--- config.mk ---
export PLATFORM = sky130hd
export DESIGN_NAME = pulse_divider
export DESIGN_NICKNAME = d
export VERILOG_FILES = /design/src/rtl/pulse_divider.sv
export SDC_FILE = /design/constraint.sdc
export NUM_CORES = 1
export LEC_CHECK = 0
export BUFFER_PORTS_ARGS = -buffer_cell sky130_fd_sc_hd__buf_2
export CORE_UTILIZATION = 62
export CTS_BUF_LIST = sky130_fd_sc_hd__clkbuf_2
export DETAILED_ROUTE_END_ITERATION = 10
export PLACE_DENSITY = 0.83
export SLEW_MARGIN = 15
export SYNTH_ARGS = -nofsm -noshare
export SYNTH_HDL_FRONTEND = slang
export SYNTH_SLANG_ARGS = --single-unit
--- constraint.sdc ---
create_clock -name clk -period 5.3 [get_ports clk]
set_input_delay 1.06 -clock clk [delete_from_list [all_inputs] [get_ports clk]]
set_output_delay 1.06 -clock clk [all_outputs]
set_load 0.02 [all_outputs]
--- src/rtl/pulse_divider.sv ---
// -----------------------------------------------------------------------------
// pulse_divider
//   Multi-channel clock divider / tick generator. Each channel owns a run-time
//   loadable divisor D and produces a one-cycle tick every D+1 enabled cycles
//   plus a 50%-duty square wave that toggles on every tick.
//
// Ports
//   clk     in   1         system clock, rising edge
//   rst     in   1         asynchronous active-high reset
//   en      in   1         count enable, shared by all channels
//   clr     in   1         synchronous restart of all channels (highest priority)
//   load    in   1         synchronous divisor load strobe
//   div_in  in   CH*WIDTH  packed divisors, channel i at [i*WIDTH +: WIDTH]
//   tick    out  CH        per-channel one-cycle terminal-count strobe
//   wave    out  CH        per-channel divided square wave
//
// All outputs come straight from flops; there is no input-to-output comb path.
// -----------------------------------------------------------------------------
module pulse_divider #(
    parameter int WIDTH       = 32,
    parameter int CH          = 2,
    parameter int DEFAULT_DIV = 25000000
) (
    input  logic                  clk,
    input  logic                  rst,
    input  logic                  en,
    input  logic                  clr,
    input  logic                  load,
    input  logic [CH*WIDTH-1:0]   div_in,
    output logic [CH-1:0]         tick,
    output logic [CH-1:0]         wave
);

    localparam logic [WIDTH-1:0] DEF_DIV = WIDTH'(DEFAULT_DIV);

    genvar g;
    for (g = 0; g < CH; g++) begin : g_ch
        logic [WIDTH-1:0] r_div;
        logic [WIDTH-1:0] r_cnt;
        logic             r_tick;
        logic             r_wave;

        logic [WIDTH-1:0] w_div_new;
        logic             w_term;

        assign w_div_new = div_in[g*WIDTH +: WIDTH];

        // >= rather than == so a divisor lowered below the running count (or
        // a count left over from any path) restarts instead of wrapping.
        assign w_term = (r_cnt >= r_div);

        always_ff @(posedge clk or posedge rst) begin
            if (rst) begin
                r_div  <= DEF_DIV;
                r_cnt  <= '0;
                r_tick <= 1'b0;
                r_wave <= 1'b0;
            end else if (clr) begin
                // clr restarts the channel; a simultaneous load still lands.
                r_cnt  <= '0;
                r_tick <= 1'b0;
                r_wave <= 1'b0;
                if (load) begin
                    r_div <= w_div_new;
                end
            end else if (load) begin
                // Partial count is discarded; wave phase is kept.
                r_div  <= w_div_new;
                r_cnt  <= '0;
                r_tick <= 1'b0;
            end else if (en) begin
                if (w_term) begin
                    r_cnt  <= '0;
                    r_tick <= 1'b1;
                    r_wave <= ~r_wave;
                end else begin
                    r_cnt  <= r_cnt + 1'b1;
                    r_tick <= 1'b0;
                end
            end else begin
                r_tick <= 1'b0;
            end
        end

        assign tick[g] = r_tick;
        assign wave[g] = r_wave;
    end

endmodule

==> flow_summary_export.csv <==
group,metric,value,unit
status,status,"complete, no violations",
synthesis,synthesis.nets,991,
cells_and_area,fin_cells,1091,
synthesis,synthTopCellsByCount,"dfrtp_1 (108), nand2_1 (105), inv_1 (90)",
cts,clk_path_buf_depth,2,
synthesis,synth_ff_type,"dfrtp_1",
routing,vias,6408,
cells_and_area,drive_above_1_share,0.179,
synthesis,synth_top_cell_area_share,0.343,
worst_setup_path,regToRegSetupSlack,1950,ps
cells_and_area,fin_area,8590,µm²
sta,hold_viol_final,0,
cells_and_area,final_net_count,1045,
routing,wl_per_cell,15.3,µm
cts,cts_setup_buffers,0,
cts,clk_latency,710,ps
routing,dr.pass1.iters,5,
global_routing,grt_pass1_wl,28.9,mm
synthesis,synth.most_common_cell,"dfrtp_1",
cts,hold_buffers,0,
routing,ant_nets,0,
floorplan,io_pins,73,
place,hpwl,11.5,mm
synthesis,avgSynthCellArea,9.21,µm²
cells_and_area,syn2layout_area_growth,9.00,%
worst_setup_path,required,5940,ps
cts,numCtsBuffers,17,
flow_run,maxCapViolations,0,
floorplan,rows,40,
pwr,power_frac_seq,0.518,
cts,cts_root_buf,"clkbuf_2",
worst_setup_path,reg2reg_depth,8,
sta,finClkSkew,20.1,ps
global_routing,antenna_found_initial,0,
synthesis,syn-cell-area,7880,µm²
pwr,combPwrFrac,0.103,
sta,period_minus_slack,3350,ps
pwr,irDropWorstVdd,0.146,mV
floorplan,fp.dieH,115,µm
place,gp_congestion,0.825,
synthesis,yosys_warnings,0,
routing,first_iter_violations,594,
cells_and_area,antenna_cells,0,
place,placedCellCount,1059,
place,place_ws,1910,ps
synthesis,synth.distinct_cells,64,
sta,slew_headroom,0.361,
sta,slew_viol_final,0,
worst_setup_path,start_kind,"register",
routing,drt_wl_total,16.7,mm
sta,setup_violations,0,
synthesis,netlist_top_cells_area,"dfrtp_1 (34%), ha_1 (10%), dfstp_2 (8.0%), o21ai_0 (5.4%), nand2_1 (5.0%)",
sta,tns,0,ps
worst_setup_path,crit_arrival,3990,ps
cts,h-tree-depth,4,
global_routing,grt_usage,0.276,
synthesis,async_flop_share,1.00,
cts,cts.sinks,132,
worst_setup_path,path_class,"register to register",
floorplan,core-area,12200,µm²
pwr,power_frac_clock,0.379,
pwr,switching_share,0.260,
synthesis,synth_edf_count,0,
synthesis,synth_top_cell_by_area,"dfrtp_1",
cells_and_area,fillers,984,
pwr,power_density,242,nW/µm²
worst_setup_path,reg2reg_to,"g_ch[0].r_cnt[27]",
hold_path,hold_class,"register to register",
synthesis,synth_cells,856,
cts,cts_resized,0,
floorplan,fp.dieW,115,µm
global_routing,grt_max_degree,76,
sta,rsz0062_at_grt,"false",
sta,tightest_slew,951,ps
pwr,p_leak,0.00409,µW
synthesis,synth_seq_cells,132,
worst_setup_path,cp-startpoint,"g_ch[0].r_div[21]",
pwr,p_sw,541,µW
routing,via_per_inst,5.87,
cts,cts_tree,"built",
pwr,p_int,1540,µW
global_routing,grt_remaining_overflow,0,
worst_setup_path,cp-endpoint,"g_ch[0].r_cnt[27]",
place,io_buffers,72,
worst_setup_path,cp_max_fo,21,
worst_setup_path,end_kind,"register",
sta,fin_ws,1950,ps
sta,fmax,298,MHz
place,place_area,8270,µm²
worst_setup_path,r2r-start,"g_ch[0].r_div[21]",
cts,clk_pin_slew,210,ps
synthesis,ys_seq_area_frac,0.423,
global_routing,grt_pass1_vias,6119,
routing,drc_errors,0,
floorplan,initial_utilization,0.645,
floorplan,die-area,13200,µm²
sta,post-route-period-util,0.632,
## worst min-delay path by stage
stage | start | end | slack, ps | cells after the start
final | g_ch[0].r_div[6] | g_ch[0].r_div[6] | 510 | 2
after floorplan | g_ch[0].r_div[11] | g_ch[0].r_div[11] | 470 | 2
after global placement | g_ch[0].r_div[6] | g_ch[0].r_div[6] | 480 | 2
after CTS | g_ch[1].r_div[13] | g_ch[1].r_div[13] | 510 | 2
after global routing | div_in[50] | g_ch[1].r_div[18] | 500 | 3
after detailed placement | g_ch[0].r_div[6] | g_ch[0].r_div[6] | 490 | 2
## state kept, by name, summed over array words and instances, names as in the netlist
register     flops
g_ch.r_wave      2
g_ch.r_cnt      64
g_ch.r_tick      2
g_ch.r_div      64
## metal layers
| metal | wire, µm | vias up | track usage |
|---|---|---|---|
| met5 | 0 | - | 0 |
| met2 | 7160 | 212 | 0.413 |
| li1 | - | 3178 | - |
| met4 | 163 | 0 | 0.0727 |
| met3 | 1240 | 22 | 0.0627 |
| met1 | 8160 | 2996 | 0.405 |
## critical path, stage by stage, from the launching register on
cell and delay, ps:
dfstp_2 560, inv_1 50, ha_1 300, a21oi_1 140, o21ai_0 110, a221oi_1 580
nand3_2 460, nor2_2 820, a221o_1 270
## cells in the final DEF (no fill, tap or decap), types with 13 or more instances in the layout
master / instances
buf_2: 71
nand2_1: 105
o21ai_0: 85
inv_1: 89
nand3_1: 35
ha_1: 66
a22o_1: 13
clkbuf_2: 17
nor2_1: 38
a31oi_1: 21
dfrtp_1: 108
a21oi_1: 24
dfstp_2: 24
nand4_1: 24
nor3_1: 23
## cells by family (layout without fill, tap and decap cells)
kind of cell	after synthesis	in the layout	share of synthesized area
AOI/OAI and AO/OA	213	213	0.182
xor gates and xnor gates	11	11	0.0122
adders and majority gates	66	66	0.105
buffers and inverters	132	199	0.0721
DFF	132	132	0.423
muxes	10	10	0.0140
and+or+nand+nor	292	292	0.192
## metrics by stage
stage                     power (µW)  hold slack, ps   util
final                           2080             507  0.703
after global placement          1300             481  0.677
after floorplan                 1240             465      -
after detailed placement        1310             487  0.677
after global routing            2170             501  0.703
after CTS                       2090             512  0.703
## power by group through the flow
| stage | clock [µW] | combinational [µW] | sequential [µW] |
|---|---|---|---|
| after CTS | 794 | 217 | 1080 |
| final | 790 | 215 | 1080 |
| after floorplan | 0 | 151 | 1090 |
| after detailed placement | 0 | 215 | 1100 |
| after global routing | 839 | 252 | 1080 |
| after global placement | 0 | 208 | 1090 |
## final cells by class
type                            count  area [µm²]  share of cell area
Inverter                           90         340              0.0396
Sequential cell                   132        3330               0.388
Multi-Input combinational cell    592        3980               0.464
Clock inverter                     15         236              0.0275
Tap cell                          168         210              0.0245
Timing Repair Buffer               77         400              0.0466
Clock buffer                       17        85.1             0.00991
(Power assumes the default switching activity.)
